<file path="src/rtl/gray.sv">
// Gray-code counter with enable and a sticky wrap flag.
// A binary count is kept internally; the Gray output is registered so it only moves on a clock edge.
module gray #(
    parameter int WIDTH = 3
) (
    input  logic             Clk,
    input  logic             Reset,
    input  logic             En,
    output logic [WIDTH-1:0] Output,
    output logic             Overflow
);

    logic [WIDTH-1:0] r_bin;
    logic [WIDTH-1:0] r_gray;
    logic             r_overflow;
    logic [WIDTH-1:0] w_binNext;
    logic [WIDTH-1:0] w_grayNext;
    logic             w_wrap;

    // Gray code of the next count is precomputed so Output can be a plain flop.
    always_comb begin
        w_binNext  = r_bin + 1'b1;
        w_grayNext = w_binNext ^ (w_binNext >> 1);
        w_wrap     = &r_bin;
    end

    always_ff @(posedge Clk) begin
        if (!Reset) begin
            r_bin      <= '0;
            r_gray     <= '0;
            r_overflow <= 1'b0;
        end else if (En) begin
            r_bin  <= w_binNext;
            r_gray <= w_grayNext;
            if (w_wrap) begin
                r_overflow <= 1'b1;
            end
        end
    end

    assign Output   = r_gray;
    assign Overflow = r_overflow;

endmodule

</file>
<file path="config.mk">
export PLATFORM = sky130hd
export DESIGN_NAME = gray
export DESIGN_NICKNAME = d
export VERILOG_FILES = /design/src/rtl/gray.sv
export SDC_FILE = /design/constraint.sdc
export NUM_CORES = 1
export LEC_CHECK = 0
export CELL_PAD_IN_SITES_DETAIL_PLACEMENT = 1
export CELL_PAD_IN_SITES_GLOBAL_PLACEMENT = 1
export CORE_AREA = 2 2 39 41
export CTS_CLUSTER_SIZE = 12
export DETAILED_ROUTE_END_ITERATION = 12
export DIE_AREA = 0 0 41 43
export DONT_BUFFER_PORTS = 1
export GPL_ROUTABILITY_DRIVEN = 0
export HOLD_SLACK_MARGIN = 0.05
export PLACE_DENSITY_LB_ADDON = 0.15
export SLEW_MARGIN = 25
export SYNTH_ARGS = -nofsm -noshare
export SYNTH_HDL_FRONTEND = slang
export SYNTH_SLANG_ARGS = --single-unit
export TNS_END_PERCENT = 10
</file>
<file path="constraint.sdc">
create_clock -name Clk -period 1.15 [get_ports Clk]
set_input_delay 0.23 -clock Clk [delete_from_list [all_inputs] [get_ports Clk]]
set_output_delay 0.23 -clock Clk [all_outputs]
set_load 0.005 [all_outputs]
</file>
# [After elaboration in Yosys (flattened, before gate mapping)]
# Cells that the tools add are included.
[word_totals] inputBits=3 wordCells=6 out_inout_bits=4 regBits=7
[op_classes] bitwise_logic=1 addsub=1 n_reduce_logical=1
[op_table] operator="4-bit AND reduction" n=1
[op_table] operator="3-bit by 1-bit adder with 3-bit output, second input constant" n=1
[op_table] operator="3-bit by 2-bit XOR with 3-bit output" n=1

# [Logic depth before layout (Yosys ltp)]
[depth] ltp_word=2 mapped_depth=4 depth_no_buf=4

# [Worst setup path before layout]
# Ideal clock, no wire load.
[synth_timing] path_kind="reg-to-reg" start="register r_bin[0]" end="register r_gray[0], in the netlist Output[0]" path_slack_ns=0.074 arrival_ns=0.960 required_time_ns=1.034 period_less_slack_ns=1.076 n_path_buf=0 stages_incl_launch_ff=5 path_cell_list="dfxtp_1 > ha_1 > xnor2_1 > mux2i_1 > nor2b_1"
[synth_via] elab_chain_cells=2
[synth_lines] element="start, declared" line_no="13" rtl="logic [WIDTH-1:0] r_bin;"
[synth_lines] element="start signal, assigned" line_no="33" rtl="r_bin <= w_binNext;"
[synth_lines] element="3-bit by 1-bit adder with 3-bit output" line_no="22" rtl="w_binNext = r_bin + 1'b1;"
[synth_lines] element="net w_binNext[1]" line_no="16" rtl="logic [WIDTH-1:0] w_binNext;"
[synth_lines] element="3-bit by 2-bit XOR with 3-bit output" line_no="23" rtl="w_grayNext = w_binNext ^ (w_binNext >> 1);"
[synth_lines] element="end signal, assigned" line_no="34" rtl="r_gray <= w_grayNext;"
[synth_lines] element="end, declared" line_no="14" rtl="logic [WIDTH-1:0] r_gray;"
# The timed path passes the listed nets, and every way through them passes these cells.
# A chain may end at the register's enable or synchronous reset.

# [Worst setup path in the final report]
[layout_timing] start="register r_bin[1]" end="register r_gray[0], in the netlist Output[0]"
# Same word-level chain as after synthesis.

==> key figures <==
Drt
  • Vias: 190
  • WL per Instance: 11.57 µm
  • DRT iter0 DRCs: 3
  • DRT Wirelength: 509 µm
  • DRC Markers: 0
  • Final ANT Viol Nets: 0
  • Vias/cell: 4.318
  • DR pass1 iterations: 2

Floorplan
  • Initial Utilization: 20.16%
  • Core footprint: 1384 µm²
  • Die Span Y: 43 µm
  • Die Wd: 41 µm
  • Die ar.: 1763 µm²
  • # IOs: 7
  • Cell Rows: 14

Min path
  • Worst hold-check path type: in2reg
  • Hold Crit Start: Reset
  • Min-Delay Path Depth: 1

STA
  • Final period util: 88.71%
  • Fmax achieved: 980.2 MHz
  • Final Critical Period: 1020 ps
  • Sum Neg Setup Slack: 0 ps
  • Slew headroom: 86.20%
  • Max Slew Vio Count: 0
  • RSZ-0062 raised after global routing: no
  • Final hold violation count: 0
  • Worst Tran Pin Value: 206.8 ps
  • # setup viols final: 0
  • Setup Skew: 5.797 ps

Worst setup path
  • Critical Path AT: 1160 ps
  • Slowest-stage cell, CP: dfxtp_1
  • CP cell instances: ha_4 > xnor2_1 > mux2i_1 > nor2b_1
  • CP required: 1290 ps
  • Crit path max-delay family: flip-flops
  • CP Capture Type: flop
  • Reg2Reg Depth: 4
  • Worst r2r src: r_bin[1]
  • CP max FO: 4
  • Kind of critical path: reg2reg
  • Critical path depth in cells: 4
  • CP Launch Type: flop
  • Crit. Startpoint: r_bin[1]
  • Buf/Inv on CP: 0
  • Critical path's largest stage delay: 380 ps

Cells and area
  • Area Growth Syn to Fin: 15.70%
  • Non-filler cells, final: 44
  • Diodes inserted: 0
  • Multi-input logic area: 152.6 µm²
  • # fillers: 160
  • Share of cells above drive strength 1: 17.86%
  • Storage element area: 120.1 µm²
  • Final net count: 34

Synth
  • Post-Synthesis Cells: 26
  • Simple logic cell fraction of the synthesized area: 20.18%
  • Synth Area per Inst: 10.73 µm²
  • Yosys synthesis warning count: 0
  • Post-synth net total: 30
  • Largest family of logic cells by synthesized area: simple AND/OR/NAND/NOR gates
  • Mux contribution to synthesized area: 7.175%
  • Cells taking the most area after synthesis: dfxtp_1, mux2i_1, nor2b_1
  • Netlist area before placement: 279.0 µm²
  • Yosys reg bits: 6
  • Post-synthesis cell type count: 15
  • Top-area cell type share of the netlist area: 43.05%
  • Synth Area in Compound Gates: 5.830%
  • Biggest area consumer among synthesized cells: dfxtp_1
  • Register area share after synthesis: 43.05%
  • Post-Synth XOR/XNOR Area: 12.56%
  • Post-synthesis adder-cell area fraction: 4.484%

Global routing
  • Met2 Use GR: 8.750%
  • Tot GR Track Use: 7.739%
  • First-pass GRT wire length: 779 µm
  • Vias in the first global route: 198
  • Initial antenna violation count: 0
  • GRT overflow: 0
  • GR Util met1: 8.065%
  • Largest net degree at the start of global routing: 9
  • Global route hottest layer: met3
  • Met3 usage: 9.424%

Clocking
  • Post-CTS setup repair buffer count: 0
  • Num CTS Buffers: 3
  • Clock Sinks: 6
  • H-tree Lvls: 1
  • CTS tree: built
  • Max clock buf depth: 2
  • Register clock-pin slew on the reported worst setup and hold paths: 50 ps
  • CTS Root Cell: clkbuf_4
  • Worst skew pair latency: 250 ps

Status
  • Status: completed

Power
  • Max VDD drop: 0.6142 mV
  • Leakage: 0.0001224 µW
  • Total power: 503.8 µW
  • Pwr dens: 1561 nW/µm²

Placement
  • Placed Cells incl. Taps: 41
  • PortBufs: 0

Flow run
  • Max_cap viols: 0
==> layout by cell type (no fill, tap or decap) <==
cell / netlist / layout
mux2i_1: 2 / 2
a41oi_1: 1 / 1
o211ai_1: 1 / 1
nand4b_1: 1 / 1
xor2_1: 2 / 2
buf_4: 1 / 1
nor2b_1: 3 / 3
nand2_1: 1 / 1
nand3_1: 1 / 1
dfxtp_1: 6 / 6
ha_4: 0 / 1
and2_1: 2 / 2
nand3b_1: 1 / 1
xnor2_1: 2 / 2
clkbuf_4: 0 / 3
==> synthesized netlist by cell type (all sizes together) <==
library cell and n:
o211ai 1, nor2b 3, ha 1, a41oi 1, mux2i 2, nand4b 1, buf 2, xor2 2
dfxtp 6, nand3 1, xnor2 2, nand3b 1, and2 2, nand2 1
==> worst paths after layout <==
| path | end | slack, ps |
|---|---|---|
| worst max-delay path | Output[0] | 130 |
| worst min-delay path | r_bin[0] | 110 |
| worst max register to register | Output[0] | 130 |
| worst min register to register | Output[1] | 530 |
==> what timing repair did <==
action,CTS,global route
resized for setup,0,1
hold buffers,0,0
endpoints found under the setup margin,0,1
==> where the power goes <==
part,total (µW),internal (µW),switching (µW)
Sequential,240,225,14.3
Combinational,67.2,42.6,24.6
Clock,197,118,78.7
Total,504,386,118
==> flip-flops by register name (all words and copies together) (netlist names) <==
signal    count
r_bin         3
Output        2
Overflow      1
==> logic make-up (layout without fill, tap and decap cells) <==
kind of cell,after synthesis,count (layout)
compound gates,2,2
xor+xnor,4,4
fa+ha+maj,1,1
buf+inv,2,4
flops,6,6
mux,2,2
simple gates,9,9
==> routing by layer <==
metal  vias up  wire length, µm
li1         93                -
met1        86              236
met2         9              196
met3         2               68
met4         0                8
met5         -                0
==> metrics by stage <==
stage               util [%]  hold WS (ps)  worst slack, ps  instance area, µm²
detailed placement     20.80         357.6            40.44               287.8
global placement       20.80         355.4            69.73               287.8
finish                 23.33         106.5            129.8               322.8
global route           23.33         83.74            45.39               322.8
CTS                    22.42         102.8            40.90               310.3
floorplan                  -         351.7            73.55               279.0
==> cell type report <==
class	instances	area share (%)
repair buffers	1	2.326
clock buffers	3	6.977
well taps	16	6.202
flip-flops and latches	6	37.21
multi-input cells	18	47.29
Note: power is estimated with default switching activity, not from simulation.
